### src/rtl/fetch_pc_ctrl.sv
// Instruction-fetch PC controller: drives the ROM, captures words and hands them to IF/ID.
// Optional fetch watchdog enabled by defining FETCH_TIMEOUT_EN.
module fetch_pc_ctrl #(
  parameter logic [31:0] RESET_PC       = 32'h0000_0000,
  parameter int          TIMEOUT_CYCLES = 64
) (
  input  logic        clk,
  input  logic        rst,
  input  logic        stall,
  input  logic        branch_flag,
  input  logic [31:0] branch_target,
  input  logic        rom_rfin,
  input  logic [31:0] rom_inst,
  output logic [31:0] inst_address,
  output logic        ce,
  output logic [31:0] if_pc,
  output logic [31:0] if_inst,
  output logic        if_valid,
  output logic        fetch_err
);

  typedef enum logic [1:0] {IDLE, REQ, GAP, HOLD} state_t;

  state_t      state;
  logic [31:0] pc;
  logic [31:0] redir_target;
  logic        redir_pending;
  logic [31:0] aligned_target;
  logic [31:0] next_pc;
  logic        capture;
  logic        timeout;
  logic        unused_target_bits;

  assign unused_target_bits = ^branch_target[1:0];
  assign aligned_target     = {branch_target[31:2], 2'b00};
  assign capture            = (state == REQ) && rom_rfin;
  assign inst_address       = pc;

  // A redirect arriving with the capture wins over an older pending one.
  assign next_pc = branch_flag   ? aligned_target :
                   redir_pending ? redir_target   :
                   pc + 32'd4;

`ifdef FETCH_TIMEOUT_EN
  localparam logic [15:0] WD_LAST = 16'(TIMEOUT_CYCLES - 1);

  logic [15:0] watchdog;

  assign timeout = (state == REQ) && !rom_rfin && (watchdog == WD_LAST);

  always_ff @(posedge clk or negedge rst) begin
    if (!rst) begin
      watchdog  <= 16'd0;
      fetch_err <= 1'b0;
    end else begin
      fetch_err <= timeout;
      if ((state == REQ) && !rom_rfin && !timeout)
        watchdog <= watchdog + 16'd1;
      else
        watchdog <= 16'd0;
    end
  end
`else
  logic unused_timeout;

  assign unused_timeout = (TIMEOUT_CYCLES != 0);
  assign timeout        = 1'b0;
  assign fetch_err      = 1'b0;
`endif

  always_ff @(posedge clk or negedge rst) begin
    if (!rst) begin
      state         <= IDLE;
      pc            <= RESET_PC;
      ce            <= 1'b0;
      if_pc         <= 32'd0;
      if_inst       <= 32'd0;
      if_valid      <= 1'b0;
      redir_pending <= 1'b0;
      redir_target  <= 32'd0;
    end else begin
      if (branch_flag) begin
        redir_target  <= aligned_target;
        redir_pending <= !capture;
      end else if (capture) begin
        redir_pending <= 1'b0;
      end

      case (state)
        IDLE: begin
          state <= REQ;
          ce    <= 1'b1;
        end
        REQ: begin
          if (rom_rfin) begin
            if_inst  <= rom_inst;
            if_pc    <= pc;
            if_valid <= 1'b1;
            pc       <= next_pc;
            ce       <= 1'b0;
            state    <= stall ? HOLD : GAP;
          end else if (timeout) begin
            ce    <= 1'b0;
            state <= GAP;
          end
        end
        // One idle cycle lets the ROM rearm; an unstalled word is gone by now.
        GAP: begin
          if_valid <= 1'b0;
          ce       <= 1'b1;
          state    <= REQ;
        end
        HOLD: begin
          if (!stall) begin
            if_valid <= 1'b0;
            state    <= GAP;
          end
        end
        default: begin
          ce    <= 1'b0;
          state <= IDLE;
        end
      endcase
    end
  end

endmodule

### config.mk
export PLATFORM = sky130hd
export DESIGN_NAME = fetch_pc_ctrl
export DESIGN_NICKNAME = d
export VERILOG_FILES = /design/src/rtl/fetch_pc_ctrl.sv
export SDC_FILE = /design/constraint.sdc
export NUM_CORES = 1
export LEC_CHECK = 0
export CORE_MARGIN = 5
export CORE_UTILIZATION = 48
export CTS_CLUSTER_SIZE = 30
export DETAILED_ROUTE_END_ITERATION = 10
export PLACE_DENSITY = 0.8
export SLEW_MARGIN = 5
export SYNTH_ARGS = -nofsm -noshare
export SYNTH_HDL_FRONTEND = slang
export SYNTH_SLANG_ARGS = --single-unit
### constraint.sdc
create_clock -name clk -period 2.7 [get_ports clk]
set_input_delay 0.54 -clock clk [delete_from_list [all_inputs] [get_ports clk]]
set_output_delay 0.54 -clock clk [all_outputs]
set_load 0.05 [all_outputs]
==> results of run 1 <==
==> power groups by stage <==
stage | logic (mW) | registers [mW] | clock network (mW)
after global placement | 3.95 | 2.98 | 0
after floorplan | 0.863 | 4.65 | 0
after CTS | 4.03 | 2.99 | 2.52
after detailed placement | 4.02 | 3.02 | 0
after global routing | 4.20 | 3.08 | 2.61
final | 4.01 | 3.01 | 2.49
==> worst min path at each step <==
| stage | endpoint | from | depth (start not counted) | slack (ns) |
|---|---|---|---|---|
| floorplan | ce | rst | 0 | 0.24 |
| global placement | if_inst[29] | if_inst[29] | 2 | 0.46 |
| detailed placement | if_inst[22] | if_inst[22] | 2 | 0.46 |
| CTS | redir_target[29] | rst | 2 | 0.27 |
| global route | inst_address[3] | rst | 2 | 0.28 |
| finish | redir_target[2] | rst | 2 | 0.22 |
==> synthesized netlist by cell type (8+ instances only) <==
cell type / number
a21oi_1: 29
a22oi_1: 8
a31oi_1: 9
buf_2: 9
clkbuf_1: 22
dfrtp_1: 127
inv_1: 11
mux2_2: 26
nand2_1: 209
nand3_1: 10
nor2_1: 21
o21ai_0: 39
==> sequential cells by signal, indices dropped and copies added (netlist names) <==
name,count
redir_pending,1
inst_address,30
redir_target,30
state,2
if_pc,30
if_inst,32
ce,1
if_valid,1
==> placed cells by master, fill, tap and decap left out, types with 5 or more instances in the layout <==
cell type and n:
clkdlybuf4s50_1 158, nand4_1 7, a22o_1 6, nand3_1 10
clkbuf_16 17, a22oi_1 8, mux2_2 26, clkinv_2 5
nand2_1 209, inv_1 11, bufinv_16 5, o22ai_1 5
dfrtp_1 127, o21ai_0 39, a21oi_1 29, nor2b_1 5
a31oi_1 9, conb_1 5, buf_4 13, nor2_1 21
==> cells by family after synthesis <==
family / synth area share (%)
adder cells (fa/ha/maj): 0.212
multiplexers: 5.48
AND/OR/NAND/NOR: 21.1
AO/OA/AOI/OAI: 14.6
flip-flops: 54.0
buffers and inverters: 4.40
XOR/XNOR: 0.149
other: 0.0637
==> through the flow <==
stage	utilization, %	area [um2]	total power [mW]	instances
2_1_floorplan	-	5900	5.51	633
3_3_place_gp	63.2	7590	6.93	908
3_5_place_dp	63.2	7590	7.04	908
4_1_cts	68.6	8240	9.55	940
5_1_grt	68.6	8240	9.90	940
6_report	68.6	8240	9.51	940
==> metal layers <==
metal | global-route usage, % | wire (um) | vias to the layer above
met5 | 0 | 0 | -
met4 | 8.99 | 426 | 0
met3 | 5.24 | 1280 | 39
met2 | 36.5 | 7980 | 252
met1 | 30.2 | 6990 | 2534
li1 | - | - | 2461
==> area by class of cell <==
cell class / instances / area, um2
Fill cell: 905 / 3770
Sequential cell: 127 / 3180
Multi-Input combinational cell: 449 / 2470
Timing Repair Buffer: 174 / 1720
Clock buffer: 17 / 425
Clock inverter: 15 / 218
Tap cell: 147 / 184
Inverter: 11 / 41.3
==> results summary, run 1 <==
The data arrival time at the worst-slack endpoint came out at 1.89 ns. For this run, the slowest stage of the critical path takes 0.88 ns. The number of stages on the worst setup path is 1. The total number of yosys warnings is 0. At the pin with the least slew margin, the transition time is 1.15 ns. Yosys attributes the largest share of cell area to dfrtp_1 (54%), nand2_1 (13%), mux2_2 (5.0%). Yosys mapped a number of flops with a built-in enable equal to 0.

The total negative setup slack came out at 0 ns. The count of different cell masters after synthesis is 62. Summed over all nets, the switching power comes to 4.10 mW. The number of antenna violations at the first check in global routing is 0. Summed over all cells, the static leakage comes to 3.70 nW. The count of port buffers added during placement came out at 160. Dividing the detail-routed via count by the number of cells gives 5.62.

The slowest library cell on the worst path is clkdlybuf4s50_1. STA classifies the critical path startpoint as a flip-flop. The shortest clock period the worst path allows after layout is 2.43 ns.

Between clock sinks in the finished design, the worst skew comes to 0.00911 ns. After global routing the overflow that remains totals 0. The mapped cell area came out at 5890 um2. The combinational power share is 42.1%.

The worst register-to-register path begins at inst_address[2]. The first global-routing pass estimated 26.3 mm of wire. The signal on the critical path passes through clkdlybuf4s50_1. Following the worst setup path forward leads to its endpoint at inst_address[9]. In this run, the clock network consumes 26.2% of the power. The per-cell routed wire length came out at 17.7 um. The number of nets in the finished design came out at 850.

Setup repair after global routing left no endpoint under its margin. The switching share of power came out at 43.1%. The effective utilization at floorplan came out at 49.0%. The post-place setup slack came out at 0.380 ns. The number of global-route vias before repair is 5,152. The first detailed-routing pass ran for 5 iterations. At the end of routability-driven placement, the weighted congestion stood at 0.833. The final critical-path share of the clock period is 89.9%.

The power density relative to cell area is 1150 nW/um2. The number of buffer and inverter instances along the worst setup path is 1. The site row count is 40. The mean instance size in the synthesized netlist is 9.36 um2. The share of synthesized area occupied by flip-flops and latches came out at 54.0%. In this run the clock root is driven by a clkbuf_16.

Timing would allow up to 412 MHz. Global routing used 22.8% of the available tracks across all layers. In this run the register-to-register setup slack is 0.37 ns. The half-perimeter wire length after placement is 11.8 mm. The worst setup path is captured at an output pin. The tool flagged a number of max-cap violations equal to 0. The final setup violation count is 0. The instance count of the mapped netlist came out at 629. The count of pins over their slew limit is 0. The internal portion of total power came out at 5.40 mW. The die covers 14,600 um2. In this run the remaining antenna-violating nets after routing total 0. The number of vias in the routed layout is 5,286. Entering global routing, the biggest net connects 128 pins. For this design, the CTS-stage hold fixing added 0 buffers. The H-tree depth came out at 4. The worst register-to-register path has a depth of 6.

The area growth from synthesis to layout came out at 39.9%. IR analysis of the VDD net gives a maximum drop of 0.448 mV. The cell family contributing the most delay on the critical path is buffers and inverters.

The count of instances resized after the clock tree is built is 0. The worst setup path is of the flip-flop to output pin kind. From left edge to right edge, the die measures 121 um. Per report_power, the sequential group accounts for 31.6% of the total. The core area came out at 12,000 um2. The number of CTS-inserted buffers is 17. The share of layout cells above drive strength 1 came out at 11.1%. The worst hold margin came out at 0.218 ns.

The endpoint identified for the worst register-to-register timing path is inst_address[30]. The maximum buffer depth of the clock tree is 2. Pin placement for this block handled 168 I/O pins. The buffer count from post-CTS setup fixing is 0.

The type of the worst min-delay path is input port to async pin. After clock tree synthesis, the clock-pin slew on the worst setup and hold paths is 0.05 ns. The total clock sinks is 127. The number of antenna diodes in the final layout is 0. The number of hold violations in the final report is 0. The required time of the critical path came out at 2.16 ns.

The most used flip-flop cell after synthesis is dfrtp_1. Along the worst path, the maximum fanout reaches 8. The y dimension of the die came out at 121 um. TritonCTS built the clock tree.

The post-route DRC violation count is 0. Once routing completed, OpenROAD measured the worst setup slack at 0.274 ns. After the first detailed-routing iteration, the DRC count stood at 620. The proportion of synthesized flip-flops having asynchronous set or reset came out at 100%. The register bit total from synthesis came out at 127.

The biggest area consumer among synthesized cells is dfrtp_1. The wire length after detailed routing is 16.7 mm. In this run the worst setup path begins at inst_address[9]. The worst slew slack as a fraction of its limit came out at 22.9%. The share of Yosys cell area claimed by the top area cell type is 54.0%. The flow ran to the end, and the final reports show no timing, DRC or antenna violations. The clock insertion delay at the later pin of the skew report is 0.42 ns.
No activity file was read; power rests on OpenSTA's default activity.
==> run 2: changes to the inputs <==
Settings changed: REMOVE_ABC_BUFFERS set to 1.
==> run 2 against run 1 <==
Compared with the run above:
- via count fell by 1.3%
- combinational power barely moved
- sequential power fell by 1%
- flip-flop and latch count did not move
- global-route usage fell by 0.22 points
- cell area rose by 0.62%
==> results summary, run 2 (synthesized netlist as in run 1, its figures left out) <==
Result of the run: complete, no violations (unchanged). The H-tree depth is 4 (unchanged). The half-perimeter wire length after placement came out at 11.0 mm (was 11.8 mm). The final cell utilization of the core came to 69.0% (was 68.6%). The register ranked first by flip-flop count was if_inst (unchanged). The maximum buffer depth of the clock tree came out at 2 (unchanged). The number of buffer and inverter instances along the worst setup path is 1 (unchanged). The type of the worst min-delay path is input port to async pin (unchanged). The max-cap violation count came out at 0 (unchanged).

The critical path endpoint category is an output pin (unchanged). The startpoint class of the critical path is a flip-flop (unchanged). The depth of the worst register-to-register path came out at 5 (was 6). The area occupied by multi-input gates came out at 2470 um2 (about the same).

The required time of the critical path is 2.16 ns (about the same). The maximum cell stage delay along the critical path is 0.87 ns (was 0.88 ns). The TritonCTS clock tree is built (unchanged). The number of global-route vias before repair is 5,253 (was 5,152).

The worst reg2reg path endpoint is inst_address[27] (was inst_address[30]). The worst ir drop on vdd is 0.666 mV (was 0.448 mV). The routability-driven placement congestion ratio came out at 0.771 (was 0.833). The sequential share of power is 31.3% (was 31.6%). The power share of the clock group is 26.5% (was 26.2%).

The leading cell type in the layout, fill and taps excluded is nand2_1 (unchanged). The area growth from synthesis to layout is 40.8% (was 39.9%). The site row count is 40 (unchanged). The die extent in x is 121 um (unchanged).

The wire length after detailed routing is 15.9 mm (was 16.7 mm). The count of pins over their slew limit is 0 (unchanged). The global-route wire length before repair was 26.3 mm (about the same). The dominant delay contributor by cell family on the critical path was buffers and inverters (unchanged). The startpoint of the worst register-to-register path is inst_address[4] (was inst_address[2]).

The number of nets in the finished design came out at 853 (was 850). RSZ-0062 raised after global routing: no (unchanged). The count of instances resized after the clock tree is built is 0 (unchanged). The largest net degree at the start of global routing is 73 (was 128). The effective utilization at floorplan was 49.0% (unchanged).

The critical setup path kind is flip-flop to output pin (unchanged). The register-to-register setup slack came out at 0.49 ns (was 0.37 ns). The number of design-rule violations left by the first detailed-router iteration was 309 (was 620). The worst-case clock skew was 0.0152 ns (was 0.00911 ns). The overall routing resource usage was 22.6% (was 22.8%).

The number of vias in the routed layout was 5,219 (was 5,286). The area of the die came out at 14,600 um2 (unchanged). The clock insertion delay at the later pin of the skew report came out at 0.42 ns (about the same). The combinational power share came out at 42.2% (was 42.1%).

The internal portion of total power came out at 5.44 mW (was 5.40 mW). The reported leakage power came out at 3.71 nW (was 3.70 nW). The per-cell routed wire length is 16.9 um (was 17.7 um). The data arrival time at the worst-slack endpoint was 1.81 ns (was 1.89 ns). The core area is 12,000 um2 (unchanged).

The overall overflow remaining after global route is 0 (unchanged). The buffer count from post-CTS setup fixing came out at 0 (unchanged). The clock edge transition at the registers on the reported setup and hold paths came out at 0.06 ns (was 0.05 ns).

The count of hold-fix buffers inserted at cts came out at 0 (unchanged). The final total power came out at 9.47 mW (was 9.51 mW). The maximum fanout count along the critical path came out at 9 (was 8). The number of antenna cells inserted is 0 (unchanged).

The per-cell via count in the routed design came out at 5.53 (was 5.62). The transition time at the pin with the least slew margin is 0.663 ns (was 1.15 ns). The number of antenna violations at the first check in global routing is 0 (unchanged). The final critical-path share of the clock period came to 87.1% (was 89.9%). The total non-filler cell area in the finished layout is 8290 um2 (was 8240 um2). The buffer type at the clock tree root is clkbuf_16 (unchanged). The post-place setup slack is 0.354 ns (was 0.380 ns). The shortest clock period the worst path allows after layout came to 2.35 ns (was 2.43 ns). The worst slew slack as a fraction of its limit came out at 55.8% (was 22.9%).

The register cell area after layout is 3180 um2 (unchanged). The total placed instance area is 7630 um2 (was 7590 um2). The net switching component of the power is 4.03 mW (was 4.10 mW). The post-layout worst setup margin was 0.347 ns (was 0.274 ns). The number of fillers in the final layout is 946 (was 905). The power density relative to cell area came out at 1140 nW/um2 (was 1150 nW/um2). The switching share of power came to 42.6% (was 43.1%). The y dimension of the die is 121 um (unchanged). The number of CTS-inserted buffers came to 17 (unchanged). The number of hold violations in the final report came to 0 (unchanged). Cells along the critical path: clkdlybuf4s50_1 (unchanged). The remaining antenna violation count is 0 (unchanged).

The share of layout cells above drive strength 1 was 11.4% (was 11.1%). Highest-count cells in the layout ignoring fill and taps: nand2_1 (209), clkdlybuf4s50_1 (158), dfrtp_1 (127) (unchanged). The maximum clock frequency came out at 425 MHz (was 412 MHz). The final setup violation count came out at 0 (unchanged). The worst hold margin is 0.141 ns (was 0.218 ns). The post-route DRC violation count came out at 0 (unchanged).

The slowest library cell on the worst path is clkdlybuf4s50_1 (unchanged). The number of flip-flops in the largest register was 32 (unchanged). The total clock sinks came out at 127 (unchanged). The I/O pin count was 168 (unchanged).

The length of the first detailed-routing pass in iterations is 5 (unchanged). The count of port buffers added during placement is 160 (unchanged).
==> run 2: cell types whose count changed in the layout (fill, tap and decap cells not counted) <==
| cell | previous run | this run |
|---|---|---|
| clkbuf_8 | 0 | 1 |
| buf_6 | 0 | 1 |
| and2_2 | 1 | 0 |
| and2_4 | 0 | 1 |
| buf_12 | 2 | 3 |
| clkinvlp_4 | 1 | 5 |
| buf_4 | 13 | 14 |
| clkinv_2 | 5 | 2 |
| inv_6 | 1 | 0 |
| clkinv_4 | 3 | 2 |
==> run 2: worst max path at each step <==
stage	start	to	slack [ns]	cells after the start
CTS	inst_address[4]	inst_address[4]	0.33	1
floorplan	rom_rfin	inst_address[27]	-0.88	3
detailed placement	rom_rfin	inst_address[27]	0.35	5
global route	inst_address[9]	inst_address[9]	0.29	1
global placement	rom_rfin	inst_address[27]	0.40	5
finish	inst_address[4]	inst_address[4]	0.35	1
==> run 2: power by group through the flow <==
stage / logic [mW] / registers (mW) / clock network [mW]
finish: 3.99 / 2.97 / 2.51
global placement: 3.93 / 2.95 / 0
floorplan: 0.766 / 4.68 / 0
CTS: 4.02 / 2.96 / 2.55
detailed placement: 4.00 / 2.99 / 0
global route: 4.21 / 3.05 / 2.64
==> run 2: layer usage <==
metal / share of wire (%) / vias up / GRT usage, %
li1: - / 2467 / -
met1: 43 / 2527 / 28.9
met2: 48 / 203 / 36.6
met3: 6.9 / 22 / 6.45
met4: 1.9 / 0 / 8.29
met5: 0 / - / 0
==> run 2: area by class of cell <==
cell class | count | area share (%)
Sequential cell | 127 | 38.3
Multi-Input combinational cell | 449 | 29.8
Timing Repair Buffer | 177 | 21.3
Clock buffer | 18 | 5.30
Clock inverter | 14 | 2.60
Tap cell | 147 | 2.22
Inverter | 11 | 0.498
==> run 2: metrics by stage <==
step,setup TNS (ns),cells
3_3_place_gp,0,911
6_report,0,943
2_1_floorplan,-19.40,587
4_1_cts,0,943
5_1_grt,0,943
3_5_place_dp,0,911
